$ cat config.mk
export PLATFORM = sky130hd
export DESIGN_NAME = alu_mdu_sequencer
export DESIGN_NICKNAME = d
export VERILOG_FILES = /design/src/rtl/mips_alu_pkg.sv /design/src/rtl/alu_port_mux.sv /design/src/rtl/alu_mdu_sequencer.sv
export SDC_FILE = /design/constraint.sdc
export NUM_CORES = 1
export LEC_CHECK = 0
export ABC_AREA = 1
export CAP_MARGIN = 25
export CORE_MARGIN = 2
export CORE_UTILIZATION = 49
export DETAILED_ROUTE_END_ITERATION = 10
export PLACE_DENSITY = 0.88
export SETUP_SLACK_MARGIN = 0.5
export SLEW_MARGIN = 20
export SYNTH_ARGS = -nofsm -noshare
export SYNTH_HDL_FRONTEND = slang
export SYNTH_HIERARCHICAL = 1
export SYNTH_SLANG_ARGS = --single-unit
export TNS_END_PERCENT = 5
$ cat constraint.sdc
create_clock -name clk -period 7.5 [get_ports clk]
set_input_delay 1.125 -clock clk [delete_from_list [all_inputs] [get_ports clk]]
set_output_delay 1.125 -clock clk [all_outputs]
set_load 0.03 [all_outputs]
$ cat src/rtl/mips_alu_pkg.sv
// rtl/mips_alu_pkg.sv - shared ALU op codes, MDU op encodings and MDU state enum
package mips_alu_pkg;

    localparam int ALUC_W  = 5;
    localparam int SHAMT_W = 5;
    localparam int MD_OP_W = 2;

    localparam logic [ALUC_W-1:0] ALUC_ADDU = 5'b00000;
    localparam logic [ALUC_W-1:0] ALUC_SUBU = 5'b00001;

    localparam logic [MD_OP_W-1:0] MD_MULTU = 2'b00;
    localparam logic [MD_OP_W-1:0] MD_DIVU  = 2'b01;
    localparam logic [MD_OP_W-1:0] MD_MTHI  = 2'b10;
    localparam logic [MD_OP_W-1:0] MD_MTLO  = 2'b11;

    typedef enum logic [1:0] {
        MDU_IDLE = 2'b00,
        MDU_MUL  = 2'b01,
        MDU_DIV  = 2'b10
    } mdu_state_t;

endpackage

$ cat src/rtl/alu_port_mux.sv
// rtl/alu_port_mux.sv - 2:1 select of ALU op/operand lines between EX stage and MDU sequencer
module alu_port_mux
    import mips_alu_pkg::*;
#(
    parameter int DW = 32
) (
    input  logic               i_sel_seq,
    input  logic [ALUC_W-1:0]  i_ex_aluc,
    input  logic [DW-1:0]      i_ex_a,
    input  logic [DW-1:0]      i_ex_b,
    input  logic [SHAMT_W-1:0] i_ex_shamt,
    input  logic [ALUC_W-1:0]  i_seq_aluc,
    input  logic [DW-1:0]      i_seq_a,
    input  logic [DW-1:0]      i_seq_b,
    input  logic [SHAMT_W-1:0] i_seq_shamt,
    output logic [ALUC_W-1:0]  o_aluc,
    output logic [DW-1:0]      o_a,
    output logic [DW-1:0]      o_b,
    output logic [SHAMT_W-1:0] o_shamt
);

    assign o_aluc  = i_sel_seq ? i_seq_aluc  : i_ex_aluc;
    assign o_a     = i_sel_seq ? i_seq_a     : i_ex_a;
    assign o_b     = i_sel_seq ? i_seq_b     : i_ex_b;
    assign o_shamt = i_sel_seq ? i_seq_shamt : i_ex_shamt;

endmodule

$ cat src/rtl/alu_mdu_sequencer.sv
// rtl/alu_mdu_sequencer.sv - iterative MULTU/DIVU sequencer borrowing the EX-stage ALU; owns HI/LO
module alu_mdu_sequencer
    import mips_alu_pkg::*;
#(
    parameter int DW   = 32,
    parameter int ITER = 32
) (
    input  logic               clk,
    input  logic               rst,
    input  logic [ALUC_W-1:0]  ex_aluc,
    input  logic [DW-1:0]      ex_a,
    input  logic [DW-1:0]      ex_b,
    input  logic [SHAMT_W-1:0] ex_shamt,
    input  logic               md_start,
    input  logic [MD_OP_W-1:0] md_op,
    input  logic [DW-1:0]      md_rs,
    input  logic [DW-1:0]      md_rt,
    output logic [ALUC_W-1:0]  alu_aluc,
    output logic [DW-1:0]      alu_a,
    output logic [DW-1:0]      alu_b,
    output logic [SHAMT_W-1:0] alu_shamt,
    input  logic [DW-1:0]      alu_r,
    input  logic               alu_carry,
    output logic [DW-1:0]      hi,
    output logic [DW-1:0]      lo,
    output logic               busy,
    output logic               stall,
    output logic               done
);

    localparam int              CNT_W    = $clog2(ITER);
    localparam logic [CNT_W-1:0] CNT_LAST = CNT_W'(ITER - 1);

    mdu_state_t       r_state;
    logic [DW-1:0]    r_hi;
    logic [DW-1:0]    r_lo;
    logic [DW-1:0]    r_opnd;
    logic [CNT_W-1:0] r_cnt;
    logic             r_busy;
    logic             r_done;

    mdu_state_t         w_state_nxt;
    logic [DW-1:0]      w_hi_nxt;
    logic [DW-1:0]      w_lo_nxt;
    logic [DW-1:0]      w_opnd_nxt;
    logic [CNT_W-1:0]   w_cnt_nxt;
    logic               w_done_nxt;
    logic [ALUC_W-1:0]  w_seq_aluc;
    logic [DW-1:0]      w_seq_a;
    logic [DW-1:0]      w_seq_b;
    logic [DW:0]        w_div_s;
    logic               w_div_ok;
    logic               w_last;

    // Restoring divide: partial remainder shifted left by one; a set top bit always fits
    assign w_div_s  = {r_hi, r_lo[DW-1]};
    assign w_div_ok = w_div_s[DW] | ~alu_carry;
    assign w_last   = (r_cnt == CNT_LAST);

    always_ff @(posedge clk or posedge rst) begin
        if (rst) begin
            r_state <= MDU_IDLE;
            r_hi    <= '0;
            r_lo    <= '0;
            r_opnd  <= '0;
            r_cnt   <= '0;
            r_busy  <= 1'b0;
            r_done  <= 1'b0;
        end else begin
            r_state <= w_state_nxt;
            r_hi    <= w_hi_nxt;
            r_lo    <= w_lo_nxt;
            r_opnd  <= w_opnd_nxt;
            r_cnt   <= w_cnt_nxt;
            r_busy  <= (w_state_nxt != MDU_IDLE);
            r_done  <= w_done_nxt;
        end
    end

    always_comb begin
        w_state_nxt = r_state;
        w_hi_nxt    = r_hi;
        w_lo_nxt    = r_lo;
        w_opnd_nxt  = r_opnd;
        w_cnt_nxt   = r_cnt;
        w_done_nxt  = 1'b0;
        w_seq_aluc  = ALUC_ADDU;
        w_seq_a     = r_hi;
        w_seq_b     = '0;

        case (r_state)
            MDU_IDLE: begin
                if (md_start) begin
                    case (md_op)
                        MD_MULTU: begin
                            w_opnd_nxt  = md_rs;
                            w_lo_nxt    = md_rt;
                            w_hi_nxt    = '0;
                            w_cnt_nxt   = '0;
                            w_state_nxt = MDU_MUL;
                        end
                        MD_DIVU: begin
                            w_opnd_nxt  = md_rt;
                            w_lo_nxt    = md_rs;
                            w_hi_nxt    = '0;
                            w_cnt_nxt   = '0;
                            w_state_nxt = MDU_DIV;
                        end
                        MD_MTHI: w_hi_nxt = md_rs;
                        MD_MTLO: w_lo_nxt = md_rs;
                        default: ;
                    endcase
                end
            end
            MDU_MUL: begin
                // Shift-add: conditional add into HI, then shift {carry,HI,LO} right by one
                w_seq_aluc = ALUC_ADDU;
                w_seq_a    = r_hi;
                w_seq_b    = r_lo[0] ? r_opnd : '0;
                w_hi_nxt   = {alu_carry, alu_r[DW-1:1]};
                w_lo_nxt   = {alu_r[0], r_lo[DW-1:1]};
                w_cnt_nxt  = r_cnt + CNT_W'(1);
                if (w_last) begin
                    w_state_nxt = MDU_IDLE;
                    w_done_nxt  = 1'b1;
                end
            end
            MDU_DIV: begin
                w_seq_aluc = ALUC_SUBU;
                w_seq_a    = w_div_s[DW-1:0];
                w_seq_b    = r_opnd;
                w_hi_nxt   = w_div_ok ? alu_r : w_div_s[DW-1:0];
                w_lo_nxt   = {r_lo[DW-2:0], w_div_ok};
                w_cnt_nxt  = r_cnt + CNT_W'(1);
                if (w_last) begin
                    w_state_nxt = MDU_IDLE;
                    w_done_nxt  = 1'b1;
                end
            end
            default: w_state_nxt = MDU_IDLE;
        endcase
    end

    alu_port_mux #(.DW(DW)) u_alu_port_mux (
        .i_sel_seq   (r_state != MDU_IDLE),
        .i_ex_aluc   (ex_aluc),
        .i_ex_a      (ex_a),
        .i_ex_b      (ex_b),
        .i_ex_shamt  (ex_shamt),
        .i_seq_aluc  (w_seq_aluc),
        .i_seq_a     (w_seq_a),
        .i_seq_b     (w_seq_b),
        .i_seq_shamt ('0),
        .o_aluc      (alu_aluc),
        .o_a         (alu_a),
        .o_b         (alu_b),
        .o_shamt     (alu_shamt)
    );

    assign hi    = r_hi;
    assign lo    = r_lo;
    assign busy  = r_busy;
    assign stall = r_busy;
    assign done  = r_done;

endmodule

==> run summary <==
Crit Path Category = reg2out
GPL Wtd Cong = 0.929
Grt ovf = 0
Number of routed nets with antenna violations = 0
Hpwl dp = 22000 um
Maximum Capacitance Violations = 0
R2R Path End = lo[6]
Post-CTS sizing = 0
IO Pins = 317
Comb pwr share = 0.707
Die X-Extent = 134 um
Initial Utilization = 0.502
Multi-input gate area = 0.00476 sq mm
Post-synth EDFFs = 0
Initial DRC Count = 944
Final period utilization = 0.636
Fmax = 210 MHz
Synth cell types = 24
RSZ-0062 raised after global routing = false
Cell Pwr Density = 447 mW/mm^2
Sw Share = 0.547
CTS max path bufs = 2
DRC viols = 0
FF-to-FF path depth = 8
Sequential-to-total area share from yosys stat = 0.316
Setup ws final = 2730 ps
Yosys warns = 6
Arr. time, crit path = 3650 ps
RR Startpoint = r_state[0]
Final Hold Viols = 0
Fillers = 1454
Crit-path slowest cell = clkdlybuf4s50_1
Vias in the first global route = 9624
Clock Sink Count = 105
P&R area growth vs syn = 40.8%
VDD IR-drop max = 0.322 mV
Post-synth top flop = dfrtp_1
Detailed-route vias per instance = 5.30
Total track usage = 0.346
Worst setup EP type = primary output
Yosys reg bits = 105
Sequential Power Share = 0.200
Pre-CTS setup slack = 3250 ps
CTS Buf Count = 9
Post-CTS Hold Fix Bufs = 0
CTS HTree Levels = 3
Min-delay src = r_cnt[4]
Die footprint = 0.0180 sq mm
Synth Area per Inst = 5.68 sq um
Switching power total = 2.87 mW
Status = finished clean
Reg area = 0.00263 sq mm
Clock transition at path regs = 80 ps
Clk_skew = 9.67 ps
CTS tree = yes
WL final = 31700 um
Share of layout cells above drive strength 1 = 0.0279
Worst Path Required = 6380 ps
Chip height = 134 um
# setup viols final = 0
Internal Power = 2.37 mW
Core Rows = 47
Post-Syn Area = 0.00832 sq mm
Worst Hold Class = reg2reg
Final min period = 4770 ps
Port bufs = 316
Clock network fraction of total power = 0.092
Post-CTS Setup Inserts = 0
Pin count of the biggest net entering global routing = 78
Root buf cell = clkbuf_16
Synthesized instance count = 1464
Startpoint types = flip-flop
Leak = 6.17 nW
Drt pass-1 iters = 7
DR WL/cell = 16.3 um
R2r setup slk = 4670 ps
First-pass GRT wire length = 49600 um
Hold Path Depth = 2
Setup TNS = 0 ps
Pins over their slew limit = 0
Total core area = 0.0166 sq mm
Final nets = 1899
Async S/R FF share, synth = 1.00
Cells along the critical path = inv_1 -> ha_2 -> buf_4 -> inv_1 -> buf_4 -> o21ai_0 -> nand2_1 -> buf_4 -> nor2_1 -> nand2_1 -> nand2_1 -> clkdlybuf4s50_1
CP max stage delay = 660 ps
Worst Tran Pin Value = 946 ps
Vias = 10.3k
Antenna violations before repair = 0
Hold Path Sink = r_cnt[4]
Ant. Diodes = 0
Latest clock arrival within the worst-skew pair = 370 ps
Worst-path fanout max = 67
Worst slew margin = 0.369
-- synthesized netlist by cell type, types with 3 or more instances --
| library cell | count | share of area |
|---|---|---|
| buf_6 | 4 | 0.0054 |
| dfrtp_1 | 105 | 0.32 |
| ha_1 | 6 | 0.0090 |
| nand3_1 | 133 | 0.080 |
| buf_2 | 48 | 0.029 |
| a21oi_1 | 33 | 0.020 |
| nor2_1 | 98 | 0.044 |
| nand2_1 | 792 | 0.36 |
| inv_2 | 7 | 0.0032 |
| buf_4 | 16 | 0.014 |
| o21ai_0 | 30 | 0.018 |
| buf_1 | 3 | 0.0014 |
| o22ai_1 | 32 | 0.024 |
| o21ai_1 | 11 | 0.0066 |
| inv_1 | 112 | 0.051 |
| clkbuf_1 | 26 | 0.012 |
-- state kept, by name (all words and copies together) (netlist names) --
signal	flops
done	1
r_opnd	32
lo	32
hi	32
r_state	2
r_cnt	5
busy	1
-- kinds of logic after synthesis --
logic type	share of synthesized area
buffers and inverters	0.116
AO/OA/AOI/OAI	0.0716
other	0.000451
flip-flops	0.316
adder cells (fa/ha/maj)	0.00903
AND/OR/NAND/NOR	0.488
-- cell type report --
| class | instances | area share |
|---|---|---|
| clock buffers | 10 | 0.0204 |
| flip-flops and latches | 105 | 0.224 |
| repair buffers | 331 | 0.282 |
| multi-input cells | 1151 | 0.407 |
| well taps | 220 | 0.0235 |
| inverters | 119 | 0.0388 |
| clock inverters | 6 | 0.00427 |
-- power by group through the flow --
stage | sequential (mW) | combinational, mW | clock [mW]
finish | 1.05 | 3.71 | 0.484
global route | 1.08 | 4.03 | 0.505
CTS | 1.04 | 3.69 | 0.482
detailed placement | 1.05 | 3.67 | 0
global placement | 1.04 | 3.60 | 0
floorplan | 1.31 | 2.17 | 0
-- placed cells by master (no fill, tap or decap) --
cell | Yosys | layout
a21oi_1 | 33 | 33
a21oi_4 | 1 | 1
buf_12 | 0 | 1
buf_4 | 16 | 12
buf_8 | 0 | 2
clkbuf_16 | 0 | 9
clkbuf_8 | 0 | 1
clkdlybuf4s50_1 | 0 | 316
clkinv_2 | 0 | 2
clkinv_4 | 0 | 2
clkinvlp_4 | 0 | 2
conb_1 | 1 | 9
dfrtp_1 | 105 | 105
ha_1 | 6 | 4
ha_2 | 0 | 2
inv_1 | 112 | 110
inv_2 | 7 | 5
inv_4 | 0 | 2
inv_6 | 0 | 2
nand2_1 | 792 | 792
nand2_2 | 1 | 1
nand3_1 | 133 | 133
nand3_2 | 1 | 1
nand4_1 | 1 | 1
nor2_1 | 98 | 98
nor2_8 | 1 | 1
o21ai_0 | 30 | 30
o21ai_1 | 11 | 11
o21ai_2 | 1 | 1
o22ai_1 | 32 | 32
or2_2 | 1 | 1
-- layer usage --
layer | wire, um | global-route usage | vias up
li1 | - | - | 4984
met1 | 12200 | 0.428 | 4664
met2 | 15300 | 0.590 | 568
met3 | 3140 | 0.0763 | 80
met4 | 1160 | 0.132 | 0
met5 | 0 | 0 | -
-- worst max-delay path, delay by kind of cell (launching register included) --
family | cells | cell delay [ps]
AOI/OAI and AO/OA | 1 | 130
adders and majority gates | 1 | 160
DFF | 1 | 440
and+or+nand+nor | 4 | 500
buffers and inverters | 6 | 2020
-- metrics by stage --
stage	cells	power, mW	cell area [sq um]	hold slack (ps)	utilization
2_1_floorplan	1472	3.48	8350	456	-
3_3_place_gp	1923	4.65	11400	470	0.686
3_5_place_dp	1925	4.72	11400	476	0.688
4_1_cts	1941	5.21	11700	496	0.705
5_1_grt	1942	5.61	11700	542	0.706
6_report	1942	5.24	11700	499	0.706
-- worst max-delay path by stage --
stage                     startpoint  cells after the start        to
after floorplan                  rst                      1      busy
after global placement    r_state[0]                     12  alu_b[8]
after detailed placement  r_state[0]                     12  alu_b[9]
after CTS                 r_state[0]                     12  alu_b[9]
after global routing      r_state[0]                     12  alu_b[4]
final                     r_state[0]                     12  alu_b[9]
No activity file was read; power rests on OpenSTA's default activity.
